`config.mk`:
```
export PLATFORM = sky130hd
export DESIGN_NAME = hilo_mdu_ctrl
export DESIGN_NICKNAME = d
export VERILOG_FILES = /design/src/rtl/hilo_mdu_ctrl.sv
export SDC_FILE = /design/constraint.sdc
export NUM_CORES = 2
export LEC_CHECK = 0
export BUFFER_PORTS_ARGS = -buffer_cell sky130_fd_sc_hd__buf_2
export CORE_ASPECT_RATIO = 1.25
export CORE_MARGIN = 2
export CORE_UTILIZATION = 60
export CTS_CLUSTER_SIZE = 28
export DETAILED_ROUTE_END_ITERATION = 7
export HOLD_SLACK_MARGIN = 0.06
export PLACE_DENSITY = 0.77
export RECOVER_POWER = 25
export SYNTH_ARGS = -nofsm -noshare
export SYNTH_HDL_FRONTEND = slang
export SYNTH_SLANG_ARGS = --single-unit
```
`constraint.sdc`:
```
create_clock -name clk -period 21.1 [get_ports clk]
set_input_delay 2.11 -clock clk [delete_from_list [all_inputs] [get_ports clk]]
set_output_delay 2.11 -clock clk [all_outputs]
set_load 0.05 [all_outputs]
```
`src/rtl/hilo_mdu_ctrl.sv`:
```
// HI/LO register file with a 1-cycle multiplier and a 32-cycle restoring divider.
// The pipeline is stalled through MDU_Busy while a multiply or divide is in flight.
module hilo_mdu_ctrl (
    input  logic        clk,
    input  logic        rst,
    input  logic [2:0]  EXE_MDUOp,
    input  logic [31:0] EXE_BusA,
    input  logic [31:0] EXE_BusB,
    input  logic        EXE_Flush,
    output logic [31:0] HI,
    output logic [31:0] LO,
    output logic        MDU_Busy
);

    typedef enum logic [1:0] {IDLE, MUL, DIV, DONE} state_t;

    state_t      state;
    logic [31:0] op_a;
    logic [31:0] op_b;
    logic        is_signed;
    logic [4:0]  cnt;
    logic [63:0] acc;

    logic        op_mul;
    logic        op_div;
    logic        op_mthi;
    logic        op_mtlo;
    logic        op_signed;
    logic [31:0] mag_a_in;
    logic [31:0] mag_b;
    logic [63:0] ext_a;
    logic [63:0] ext_b;
    logic [63:0] prod;
    logic [32:0] r_sh;
    logic [32:0] diff;
    logic [63:0] acc_nxt;
    logic        neg_q;
    logic        neg_r;
    logic [31:0] q_fix;
    logic [31:0] r_fix;

    assign op_mul    = (EXE_MDUOp == 3'b001) || (EXE_MDUOp == 3'b010);
    assign op_div    = (EXE_MDUOp == 3'b011) || (EXE_MDUOp == 3'b100);
    assign op_mthi   = (EXE_MDUOp == 3'b101);
    assign op_mtlo   = (EXE_MDUOp == 3'b110);
    assign op_signed = (EXE_MDUOp == 3'b001) || (EXE_MDUOp == 3'b011);

    assign mag_a_in = (op_signed && EXE_BusA[31]) ? -EXE_BusA : EXE_BusA;
    assign mag_b    = (is_signed && op_b[31]) ? -op_b : op_b;

    // Sign-extending to 64 bits makes one multiplier serve both signednesses.
    assign ext_a = {{32{is_signed & op_a[31]}}, op_a};
    assign ext_b = {{32{is_signed & op_b[31]}}, op_b};
    assign prod  = ext_a * ext_b;

    // acc holds {partial remainder, dividend bits / quotient bits}.
    assign r_sh    = acc[63:31];
    assign diff    = r_sh - {1'b0, mag_b};
    assign acc_nxt = diff[32] ? {r_sh[31:0], acc[30:0], 1'b0}
                              : {diff[31:0], acc[30:0], 1'b1};

    assign neg_q = is_signed & (op_a[31] ^ op_b[31]);
    assign neg_r = is_signed & op_a[31];
    assign q_fix = neg_q ? -acc_nxt[31:0] : acc_nxt[31:0];
    assign r_fix = neg_r ? -acc_nxt[63:32] : acc_nxt[63:32];

    assign MDU_Busy = !EXE_Flush &&
                      ((state == IDLE && (op_mul || op_div)) ||
                       state == MUL || state == DIV);

    always_ff @(posedge clk) begin
        if (rst) begin
            state     <= IDLE;
            HI        <= 32'h0;
            LO        <= 32'h0;
            cnt       <= 5'd0;
            op_a      <= 32'h0;
            op_b      <= 32'h0;
            is_signed <= 1'b0;
            acc       <= 64'h0;
        end else begin
            case (state)
                IDLE: begin
                    if (!EXE_Flush) begin
                        unique case (1'b1)
                            op_mul: begin
                                op_a      <= EXE_BusA;
                                op_b      <= EXE_BusB;
                                is_signed <= op_signed;
                                state     <= MUL;
                            end
                            op_div: begin
                                op_a      <= EXE_BusA;
                                op_b      <= EXE_BusB;
                                is_signed <= op_signed;
                                cnt       <= 5'd0;
                                acc       <= {32'h0, mag_a_in};
                                state     <= (EXE_BusB != 32'h0) ? DIV : DONE;
                            end
                            op_mthi: HI <= EXE_BusA;
                            op_mtlo: LO <= EXE_BusA;
                            default: ;
                        endcase
                    end
                end
                MUL: begin
                    if (EXE_Flush) begin
                        state <= IDLE;
                    end else begin
                        HI    <= prod[63:32];
                        LO    <= prod[31:0];
                        state <= DONE;
                    end
                end
                DIV: begin
                    if (EXE_Flush) begin
                        state <= IDLE;
                    end else begin
                        acc <= acc_nxt;
                        cnt <= cnt + 5'd1;
                        if (cnt == 5'd31) begin
                            LO    <= q_fix;
                            HI    <= r_fix;
                            state <= DONE;
                        end
                    end
                end
                DONE:    state <= IDLE;
                default: state <= IDLE;
            endcase
        end
    end

endmodule

```
==> out/results.txt <==
status: finished with violations
failing checks: capacitance limit, slew limit
post-layout util: 62.7%
most used cell, CP: fa_1
Cell Area, Synth: 51,800 µm²
minimum clock period: 10,120 ps
net switching power: 1.21 mW
r2r worst-path depth: 28
fin area: 53,600 µm²
terminus of the critical flop-to-flop path: HI[25]$_SDFFE_PP0P_
unrepaired setup endpoints after global routing: no
Wirelength per Cell: 23.3 µm
Seq pwr share: 22.5%
via count: 43,300
IO Pins: 135
mux cell area share after synthesis: 0.676%
port bufs: 134
Post-CTS Resized: 0
Main synth FF type: dfxtp_1
Post-Route WL: 166,000 µm
crit end category: flop
Synth Area in Compound Gates: 9.50%
WS Path Type: reg -> reg
dpl cell area: 53,100 µm²
top area cells in the synthesized netlist: fa_1, inv_1, nand2_1, dfxtp_1, ha_1
maximum clock path buffer count: 2
nets@finish: 7,465
initial antenna violation count: 17
All-Layer GR Usage: 39.1%
Clock Latency Late Sink: 490 ps
initial DRC count: 3,973
Comb power frac: 61.0%
Tcrit/Tclk final: 47.9%
PD cells: 40.7 nW/µm²
grt total ovfl: 0
slowest cell on the critical path: fa_1
Yosys top cell by area: fa_1
core area: 85,600 µm²
worst r2r src: op_a[31]$_SDFFE_PP0P_
Via density: 6.07
R2R setup slack: 10,990 ps
post-synthesis sequential area ratio: 7.73%
Startpoint Class: flop
CP max stage delay: 900 ps
peak supply drop: 0.124 mV
max_cap viols: 1
row count: 120
crit path capture: HI[25]$_SDFFE_PP0P_
clock transition at the registers of the reported paths: 90 ps
Post-Synth Simple-Gate Area: 17.9%
Hold Path Class: reg -> reg
Hold-fix buffers, CTS: 0
Setup Skew: 19.6 ps
CTS buffer count: 17
die width: 267 µm
Yosys warnings: 0
number of flops mapped to enable cells by yosys: 0
XOR/XNOR Fraction of Synth Area: 3.35%
final setup TNS: 0 ps
Cells after Synth: 6,157
Mapped Avg Cell Area: 8.41 µm²
# fillers: 7,371
Die Footprint: 88,700 µm²
dpl hpwl: 127,000 µm
non-filler cells, final: 7,129
chip height: 332 µm
WP data required: 21,470 ps
final-report setup violation count: 0
largest family of logic cells by synthesized area: adder cells
share of layout cells above drive strength 1: 3.82%
measured slew at the worst slew-check pin: 3900 ps
setup bufs post-CTS: 0
CTS HTree Levels: 4
static leakage: 25.4 nW
first-pass GRT wire length: 262,000 µm
FF/Latch Area: 4010 µm²
# DRC: 0
clock power share: 16.5%
synth unique cells: 82
CTS root buffer: clkbuf_16
Slew headroom: -160%
P&R area growth vs syn: 3.54%
pin count of the biggest net entering global routing: 118
1st-pass router iterations: 7
top cell type's share of synthesized area: 43.5%
internal power: 0.970 mW
Synth Area in Adders: 49.7%
vias in the first global route: 46,100
register bit total from synthesis: 200
CP arrival: 10,480 ps
asr flop ratio synth: 0%
RePlAce Congestion: 1.02
CTS tree: yes
TritonCTS Sinks: 200
switching part of the total power: 55.5%
Post-Syn Nets: 7,608
DP Cell Count: 7,093
initial core utilization: 60.5%
Final Power: 2.18 mW
footprint of the multi-input gates: 42,000 µm²
achievable frequency: 98.9 MHz
Pins Over Slew Limit: 66
worst setup path start: op_a[31]$_SDFFE_PP0P_
Hold Fails Final Rpt: 0
ANT nets after route: 0
crit-path max FO: 51
[state kept, by name, indices dropped and copies added (netlist names)]
| signal | cells |
|---|---|
| op_b | 32 |
| is_signed | 1 |
| op_a | 32 |
| LO | 32 |
| cnt | 5 |
| state | 2 |
| HI | 32 |
| acc | 64 |
[metal layers]
layer	vias up	part of all wire, %	track usage (%)
li1	18500	-	-
met1	21600	34	46.6
met2	2383	48	65.0
met3	729	9.5	7.05
met4	14	8.4	25.2
met5	-	0.047	0
[worst max-delay path: cells and delay by family, from the launching register on]
kind                     cells  cell delay, ps
AO/OA/AOI/OAI                7            1960
adder cells (fa/ha/maj)      9            4720
buffers and inverters        8            1560
flip-flops                   1             310
AND/OR/NAND/NOR              4            1420
[power groups by stage]
stage	logic, mW	registers, mW	clock network [mW]
after floorplan	0.767	0.561	0
after global placement	1.28	0.492	0
after detailed placement	1.29	0.492	0
after CTS	1.30	0.484	0.359
after global routing	1.41	0.492	0.372
final	1.33	0.491	0.359
[layout by cell type (no fill, tap or decap), types with 10 or more instances in the layout]
cell,instances
a2111oi_0,10
a211oi_1,26
a21o_1,40
a21oi_1,322
a221oi_1,36
a22oi_1,20
a311oi_1,16
a31oi_1,20
and2_1,370
and3_1,36
buf_2,71
buf_4,87
clkbuf_1,63
clkbuf_16,17
dfxtp_1,195
fa_1,1126
ha_1,253
inv_1,1154
mux2i_1,26
nand2_1,1065
nand2b_1,33
nand3_1,44
nand4_1,22
nor2_1,282
nor2b_1,12
nor3_1,53
nor4_1,28
o211ai_1,10
o21a_1,16
o21ai_0,137
o31ai_1,19
o41ai_1,16
or3_1,36
xnor2_1,122
xor2_1,76
[how the worst min path moves through the flow]
stage                          start               endpoint  slack, ps  cells past startpoint
2_1_floorplan    cnt[4]$_SDFFE_PP0P_    cnt[4]$_SDFFE_PP0P_        440                      2
5_1_grt         op_a[5]$_SDFFE_PP0P_   op_a[5]$_SDFFE_PP0P_        480                      2
4_1_cts         op_a[5]$_SDFFE_PP0P_   op_a[5]$_SDFFE_PP0P_        460                      2
3_3_place_gp    op_a[5]$_SDFFE_PP0P_   op_a[5]$_SDFFE_PP0P_        440                      2
6_report       op_b[19]$_SDFFE_PP0P_  op_b[19]$_SDFFE_PP0P_        460                      2
3_5_place_dp    op_a[5]$_SDFFE_PP0P_   op_a[5]$_SDFFE_PP0P_        440                      2
[area by class of cell]
cell class	instances	area share (%)
antenna	4	0.0187
clock buffer	18	0.819
clock inverter	14	0.324
inverter	1155	8.08
multi-input combinational	4418	78.4
sequential	200	7.48
tap	1098	2.56
timing repair buffer	222	2.34
[cell families (layout without fill, tap and decap cells)]
kind of cell,after synthesis,count (layout)
other cells,0,4
xor+xnor,198,198
buf+inv,1539,1409
compound gates,779,779
flops,200,200
simple gates,2026,2026
fa+ha+maj,1381,1381
mux,34,34
[cells in the mapped netlist (36+ instances only)]
cell type  instances
ha_1             255
dfxtp_1          200
or3_1             36
nor3_1            54
a21oi_1          322
xor2_1            76
xnor2_1          122
inv_1           1154
o21ai_0          138
buf_1             51
and3_1            36
and2_1           370
a221oi_1          36
nand3_1           44
a21o_1            40
nand2_1         1067
clkbuf_1         319
fa_1            1126
nor2_1           282
[per-stage QoR]
step,worst slack (ps),hold slack (ps)
after floorplan,12590,436
after global placement,11320,441
after detailed placement,11100,443
after CTS,11030,456
after global routing,10330,476
final,10990,455
(Power assumes the default switching activity.)
